## src/rtl/vga_face_scheduler.sv

```systemverilog
// Frame-synchronous face selector for the VGA face streaming source: arbitrates
// requests, switches only at frame ends, then holds. Optional slideshow: VGA_FACE_AUTOCYCLE_EN.
module vga_face_scheduler #(
  parameter int NUM_REQ      = 3,
  parameter int NUM_FACES    = 3,
  parameter int HOLD_FRAMES  = 30,
  parameter int CYCLE_FRAMES = 120
) (
  input  logic                 clk,
  input  logic                 reset,
  input  logic [NUM_REQ-1:0]   req_valid,
  input  logic [2*NUM_REQ-1:0] req_face,
  output logic [NUM_REQ-1:0]   req_ready,
  input  logic                 st_valid,
  input  logic                 st_ready,
  input  logic                 st_endofpacket,
  output logic [1:0]           face_select,
  output logic                 switch_pulse,
  output logic                 busy
);

  localparam int IDXW = (NUM_REQ > 1) ? $clog2(NUM_REQ) : 1;
  localparam logic [2:0] FACE_LIMIT = 3'(NUM_FACES);
  localparam logic [7:0] HOLD_LAST  = (HOLD_FRAMES == 0) ? 8'd0 : 8'(HOLD_FRAMES - 1);

  typedef enum logic [1:0] {
    ST_OPEN    = 2'd0,
    ST_PENDING = 2'd1,
    ST_HOLD    = 2'd2
  } state_t;

  state_t     state_q, state_d;
  logic [1:0] face_q, face_d;
  logic [1:0] pending_q, pending_d;
  logic [7:0] hold_cnt_q, hold_cnt_d;
  logic       pulse_q, pulse_d;

  logic             eof_s;
  logic             any_req_s;
  logic [IDXW-1:0]  grant_idx_s;
  logic [NUM_REQ-1:0] grant_s;
  logic [1:0]       sel_face_s;
  logic             drop_s;

  assign eof_s = st_valid & st_ready & st_endofpacket;

  // Fixed-priority pick: lowest index wins, so scan downward and keep the last hit.
  always_comb begin
    any_req_s   = 1'b0;
    grant_idx_s = '0;
    grant_s     = '0;
    for (int i = NUM_REQ - 1; i >= 0; i--) begin
      if (req_valid[i]) begin
        any_req_s   = 1'b1;
        grant_idx_s = IDXW'(i);
      end
    end
    if (any_req_s) begin
      grant_s[grant_idx_s] = 1'b1;
    end else begin
      grant_s = '0;
    end
  end

  assign sel_face_s = req_face[2*grant_idx_s +: 2];
  assign drop_s     = ({1'b0, sel_face_s} >= FACE_LIMIT) || (sel_face_s == face_q);

  assign req_ready    = ((state_q == ST_OPEN) && !reset) ? grant_s : '0;
  assign busy         = (state_q != ST_OPEN);
  assign face_select  = face_q;
  assign switch_pulse = pulse_q;

`ifdef VGA_FACE_AUTOCYCLE_EN
  localparam logic [15:0] CYCLE_LAST = 16'(CYCLE_FRAMES - 1);
  logic [15:0] idle_cnt_q, idle_cnt_d;
`endif

  // Next-state and register-update decode for the OPEN/PENDING/HOLD controller.
  always_comb begin
    state_d    = state_q;
    face_d     = face_q;
    pending_d  = pending_q;
    hold_cnt_d = hold_cnt_q;
    pulse_d    = 1'b0;
`ifdef VGA_FACE_AUTOCYCLE_EN
    idle_cnt_d = idle_cnt_q;
`endif
    case (state_q)
      ST_OPEN: begin
        if (any_req_s) begin
`ifdef VGA_FACE_AUTOCYCLE_EN
          idle_cnt_d = 16'd0;
`endif
          if (drop_s) begin
            state_d = ST_OPEN;
          end else begin
            pending_d = sel_face_s;
            state_d   = ST_PENDING;
          end
        end else begin
`ifdef VGA_FACE_AUTOCYCLE_EN
          // Slideshow advance only counts genuinely idle frames.
          if (eof_s) begin
            if (idle_cnt_q == CYCLE_LAST) begin
              idle_cnt_d = 16'd0;
              face_d     = ({1'b0, face_q} + 3'd1 >= FACE_LIMIT) ? 2'd0 : face_q + 2'd1;
              pulse_d    = 1'b1;
              hold_cnt_d = 8'd0;
              state_d    = (HOLD_FRAMES == 0) ? ST_OPEN : ST_HOLD;
            end else begin
              idle_cnt_d = idle_cnt_q + 16'd1;
            end
          end else begin
            idle_cnt_d = idle_cnt_q;
          end
`else
          state_d = ST_OPEN;
`endif
        end
      end
      ST_PENDING: begin
        if (eof_s) begin
          face_d     = pending_q;
          pulse_d    = 1'b1;
          hold_cnt_d = 8'd0;
          state_d    = (HOLD_FRAMES == 0) ? ST_OPEN : ST_HOLD;
        end else begin
          state_d = ST_PENDING;
        end
      end
      ST_HOLD: begin
        if (eof_s) begin
          hold_cnt_d = hold_cnt_q + 8'd1;
          state_d    = (hold_cnt_q == HOLD_LAST) ? ST_OPEN : ST_HOLD;
        end else begin
          state_d = ST_HOLD;
        end
      end
      default: begin
        state_d = ST_OPEN;
      end
    endcase
`ifdef VGA_FACE_AUTOCYCLE_EN
    if (state_d != ST_OPEN) begin
      idle_cnt_d = 16'd0;
    end else begin
      idle_cnt_d = idle_cnt_d;
    end
`endif
  end

  // State and output registers.
  always_ff @(posedge clk or posedge reset) begin
    if (reset) begin
      state_q    <= ST_OPEN;
      face_q     <= 2'd0;
      pending_q  <= 2'd0;
      hold_cnt_q <= 8'd0;
      pulse_q    <= 1'b0;
    end else begin
      state_q    <= state_d;
      face_q     <= face_d;
      pending_q  <= pending_d;
      hold_cnt_q <= hold_cnt_d;
      pulse_q    <= pulse_d;
    end
  end

`ifdef VGA_FACE_AUTOCYCLE_EN
  // Idle-frame counter for the slideshow.
  always_ff @(posedge clk or posedge reset) begin
    if (reset) begin
      idle_cnt_q <= 16'd0;
    end else begin
      idle_cnt_q <= idle_cnt_d;
    end
  end
`endif

endmodule

```

## config.mk

```make
export PLATFORM = sky130hd
export DESIGN_NAME = vga_face_scheduler
export DESIGN_NICKNAME = d
export VERILOG_FILES = /design/src/rtl/vga_face_scheduler.sv
export SDC_FILE = /design/constraint.sdc
export NUM_CORES = 1
export LEC_CHECK = 0
export CORE_UTILIZATION = 36
export CTS_BUF_LIST = sky130_fd_sc_hd__clkbuf_8
export CTS_CLUSTER_DIAMETER = 80
export DETAILED_ROUTE_END_ITERATION = 12
export RECOVER_POWER = 100
export SLEW_MARGIN = 20
export SYNTH_ARGS = -nofsm -noshare
export SYNTH_HDL_FRONTEND = slang
export SYNTH_SLANG_ARGS = --single-unit
```

## constraint.sdc

```tcl
create_clock -name clk -period 1.38 [get_ports clk]
set_input_delay 0.207 -clock clk [delete_from_list [all_inputs] [get_ports clk]]
set_output_delay 0.207 -clock clk [all_outputs]
set_load 0.1 [all_outputs]
```

==> results of run 1 <==
metal layers:
layer	track usage (%)	share of wire, %
met5	0	0
met4	5.36	1.3
met3	3.28	4.8
met2	24.8	47
met1	22.4	47
critical path, stage by stage, from the launching register on:
cell and delay [ps]:
dfrtp_1 370, or2_4 280, nor4b_4 310, buf_12 210
what timing repair did:
action | 4_1_cts | 5_1_grt
gates resized for setup | 19 | 14
endpoints found under the setup margin | 8 | 12
hold buffers | 0 | 0
pin swaps | 6 | 3
gates cloned | 0 | 0
setup buffers | 3 | 3
state kept, by name, indices dropped and copies added (netlist names):
name          count
state_q           2
pending_q         2
face_select       2
switch_pulse      1
hold_cnt_q        8
power by group through the flow:
stage / clock [mW] / combinational [mW] / sequential (mW)
detailed placement: 0 / 1.60 / 0.705
global placement: 0 / 1.58 / 0.703
CTS: 0.360 / 1.74 / 0.699
floorplan: 0 / 0.839 / 0.929
finish: 0.354 / 1.88 / 0.711
global route: 0.380 / 1.99 / 0.725
area by class of cell:
cell class                      count  area share [%]
Clock buffer                        3            2.50
Clock inverter                      1           0.303
Inverter                            8            1.82
Multi-Input combinational cell     80            43.7
Sequential cell                    15            23.0
Tap cell                           30            2.27
Timing Repair Buffer               39            26.4
kinds of logic after synthesis:
logic type | after synthesis | synth area share [%]
AO/OA/AOI/OAI | 30 | 23.8
XOR/XNOR | 5 | 4.29
buffers and inverters | 13 | 5.77
flip-flops | 15 | 36.8
AND/OR/NAND/NOR | 42 | 25.8
adder cells (fa/ha/maj) | 2 | 2.45
multiplexers | 1 | 1.10
placed cells by master, fill, tap and decap left out, types with 2 or more instances in the layout:
cell              n
nand2b_1          3
buf_12            8
buf_4            15
nor4b_4           4
nand2_1           4
nor3_1            2
and3_1            3
clkdlybuf4s50_1   9
xor2_1            3
ha_1              2
o21ai_0           3
nand3_1           3
clkbuf_8          3
inv_1             8
nor2_1            7
clkdlybuf4s15_2   2
a21o_1            2
o21a_1            2
buf_6             3
dlygate4sd2_1     2
a221o_1           2
dfrtp_1          13
a21oi_1           4
or2_4             2
a2111oi_2         2
nand4_1           3
Yosys cell counts (2+ instances only):
cell type  instances
xor2_1             4
nand3_1            3
a21o_1             2
dfrtp_1           15
o21a_1             2
nand2_1            4
and2_1             2
or2_1              2
a2111oi_0          2
clkbuf_1           2
nor3_1             3
ha_1               2
buf_2              2
a21oi_1            4
and3_1             4
nor4b_1            3
a221o_1            2
o21ai_0            4
nor2_1             9
nand4_1            3
inv_1              8
nor4b_2            2
nand2b_1           3
nor3b_2            2
path summary, 6_finish.rpt:
path,startpoint,to
worst max-delay path,state_q[0],req_ready[1]
worst min-delay path,reset,hold_cnt_q[2]
worst max register to register,state_q[0],pending_q[0]
worst min register to register,pending_q[0],face_select[0]
max in group asynchronous,reset,face_select[1]
min in group clk,pending_q[0],face_select[0]
==> flow_summary.ini, run 1 <==
[cells_and_area]
fin_nets = 163
area_growth_pct = 62.2
seq_area_um2 = 380
drive_above_1_share_pct = 39.7
finalInstanceArea_mm2 = 0.00165
multiInputGateArea_um2 = 723
fillers = 224
utilization_pct = 64.4
diodes = 0
finalNonFillerCells = 176

[synthesis]
ys.flop_type = dfrtp_1
ys_async_sr_fraction_pct = 100
ys_top_cells_by_area = dfrtp_1, xor2_1, nor2_1, inv_1, nor4b_2
ys_types = 43
ys_warn_count = 0
ys_ff_latch = 15
synth_top_cell_by_area = dfrtp_1
ys_seq_area_share_pct = 36.8
synth_nets = 124
synthesis.instances = 108
synth-edff-count = 0
syn_area_per_cell_um2 = 9.44
syn_area_mm2 = 0.00102
synth_top_area_share_pct = 36.8

[timing]
final-max-slew-violation-count = 0
worst_slack_ps = -253
rsz0062_at_grt = true
tightest_slew_ps = 310
hold_violations = 0
setup_viol = 7
fin_tns_setup_ps = -1160
min_period_over_period_pct = 118
max_freq_mhz = 612
fin_crit_ps = 1630
max_slew_margin_pct = 79.3
final.setup_skew_ps = 3.90
holdWs_ps = 341

[cts]
h-tree-depth = 1
cts_buffers = 3
cts_max_path_buffers = 2
cts_root_buf = clkbuf_8
path_clk_slew_ps = 60
insertion_delay_ps = 250
cts.sinks = 15
tritoncts = yes

[min_path]
hold_path_class = input pin to async pin

[floorplanning]
ios = 21
fp-row-count = 18
core_area_mm2 = 0.00257
die_w_um = 55.2
die_y_um = 55.2
dieArea_mm2 = 0.00305
initial_core_util_pct = 39.7

[status]
outcome = finished, violations left
violations = setup timing

[critical_path]
rr_worst_depth = 6
cp.arrival_ps = 1430
critical_path_class = flop to primary output
start_kind = flop
reg2reg_slack_ps = -170
crit_fanout = 4
cp-end-kind = primary output
crit_required_ps = 1170

[global_routing]
grt_overflow_total = 0
grtUsageTotal_pct = 16.1
grt_pass1_vias = 884
grt_pass1_wl_um = 3970
antenna_found_initial = 0
grt_max_degree = 11

[power]
p_int_mw = 1.64
ir_drop_uv = 1410
seqPwrFrac_pct = 24.2
p_clk_share_pct = 12.0
p_sw_mw = 1.30
comb_power_share_pct = 63.8
finalPower_mw = 2.94
swShare_pct = 44.2
leakagePower_nw = 0.720
power_density_mw_per_mm2 = 1780

[detailed_routing]
wl_per_cell_um = 13.9
firstDrtPassIters = 4
vias_per_cell = 5.53
postRouteAntennaNets = 0
wl_um = 2450
drc = 0
dr_total_vias = 974
drt_iter0_drc = 44

[flow_run]
maxCapViolations = 0

[placement]
placed_cell_area_mm2 = 0.00148
hpwl_um = 1810
post-place-ws_ps = -666
port_buffers = 20
routabilityCongestion = 0.761
dp.cells = 169
Power figures use the tool's default switching activity.
==> inputs of run 2 (changes only) <==
CORE_UTILIZATION = 47   (was 36)
PLACE_DENSITY = 0.77   (was unset)
==> flow_summary.ini, run 2 (same netlist as run 1, synthesis figures left out) <==
[status]
outcome = finished, violations left
violations = setup timing

[floorplanning]
fp-row-count = 16
initial_core_util_pct = 50.9
ios = 21
die_y_um = 48.6
dieArea_mm2 = 0.00236
core_area_mm2 = 0.00200
die_w_um = 48.6

[critical_path]
cp_slowest_cell = dfrtp_1
startpoint = state_q[0]
rr_worst_depth = 6
slowest_delay_ps = 400
cp.depth = 4
crit_path_end = req_ready[2]
crit_fanout = 4
crit_required_ps = 1170
cp-end-kind = primary output
r2r-end = pending_q[0]
reg2reg_slack_ps = -230
critical_path_class = flop to primary output
crit_chain = or2_4 > nor2_1 > and3_4 > buf_12
start_kind = flop
cp_top_family = simple AND/OR/NAND/NOR gates
cp.arrival_ps = 1440
crit_buf_inv = 1
r2r_start = state_q[0]

[global_routing]
grt_pass1_vias = 996
grt_max_degree = 11
grt_pass1_wl_um = 4380
grt_overflow_total = 0
grtUsageTotal_pct = 24.5
antenna_found_initial = 0

[detailed_routing]
wl_um = 2910
postRouteAntennaNets = 0
drc = 0
dr_total_vias = 1016
vias_per_cell = 5.74
drt_iter0_drc = 19
firstDrtPassIters = 4
wl_per_cell_um = 16.5

[flow_run]
maxCapViolations = 0

[power]
power_density_mw_per_mm2 = 1860
leakagePower_nw = 0.733
finalPower_mw = 3.10
ir_drop_uv = 1330

[cts]
cts.sinks = 15
cts_buffers = 3
insertion_delay_ps = 250
path_clk_slew_ps = 60
cts_max_path_buffers = 2
cts_root_buf = clkbuf_8
tritoncts = yes
h-tree-depth = 1

[placement]
port_buffers = 20
hpwl_um = 1840
routabilityCongestion = 0.828

[timing]
rsz0062_at_grt = true
worst_slack_ps = -271
tightest_slew_ps = 366
fin_crit_ps = 1650
final.setup_skew_ps = 3.86
setup_viol = 7
max_freq_mhz = 606
max_slew_margin_pct = 75.5
hold_violations = 0
holdWs_ps = 436
min_period_over_period_pct = 120
final-max-slew-violation-count = 0

[cells_and_area]
diodes = 0
drive_above_1_share_pct = 44.7
fin_nets = 167
largest_reg_flops = 8
top_register = hold_cnt_q
fillers = 116
final_common_cell = buf_4
layout_common_cells = buf_4, dfrtp_1, inv_1, nor2_1, buf_12
area_growth_pct = 63.8

[min_path]
hold_path_class = input pin to async pin
-- run 2: cell types whose count changed in the layout (fill, tap and decap cells not counted), moves of 2 or more --
cell             before  now
buf_4                15   19
clkdlybuf4s50_1       9    6
dlygate4sd2_1         2    5
nand3_1               3    1
nand3_2               0    2
-- run 2: metrics by stage --
step	instance area, um^2	std cells	setup WS, ps	setup TNS, ps	utilization [%]
floorplan	1090	108	-787	-1450	-
global placement	1460	166	-575	-3500	72.9
detailed placement	1460	166	-631	-3860	72.9
CTS	1580	174	-277	-1080	79.1
global route	1670	177	-350	-2070	83.4
finish	1670	177	-271	-1610	83.4
-- run 2: metal layers --
layer  GRT usage [%]  vias up  wire, um
met5               0        -         0
met4            12.7        0        56
met3            5.03        8       119
met2            43.9       31      1550
met1            27.2      492      1190
li1                -      485         -
-- run 2: final cells by class --
type | count | area, um^2 | share of cell area [%]
clock buffer | 3 | 41.3 | 2.47
clock inverter | 1 | 5.00 | 0.300
inverter | 8 | 30.0 | 1.80
multi-input combinational | 80 | 731 | 43.7
sequential | 15 | 382 | 22.8
tap | 27 | 33.8 | 2.02
timing repair buffer | 43 | 448 | 26.8
-- run 2: worst min-delay path by stage --
stage	to	slack, ps	cells past startpoint
floorplan	hold_cnt_q[0]	110	1
finish	state_q[0]	440	3
detailed placement	face_select[0]	530	2
global placement	face_select[0]	510	2
global route	face_select[1]	470	3
CTS	pending_q[0]	420	3
-- run 2: worst register-to-register path, delay by kind of cell, from the launching register on --
kind | cells | cell delay, ps
flops | 1 | 400
simple gates | 2 | 530
buf+inv | 2 | 250
compound gates | 2 | 360
-- run 2: repair_timing --
action,4_1_cts,5_1_grt
hold buffers,0,0
gates resized for setup,24,17
pin swaps,10,10
endpoints found under the setup margin,8,11
setup buffers,4,3
-- run 2: power breakdown --
group	internal [mW]	switching, mW	total (mW)
Sequential	0.579	0.163	0.742
Combinational	0.937	1.06	1.99
Clock	0.200	0.165	0.366
Total	1.72	1.39	3.10
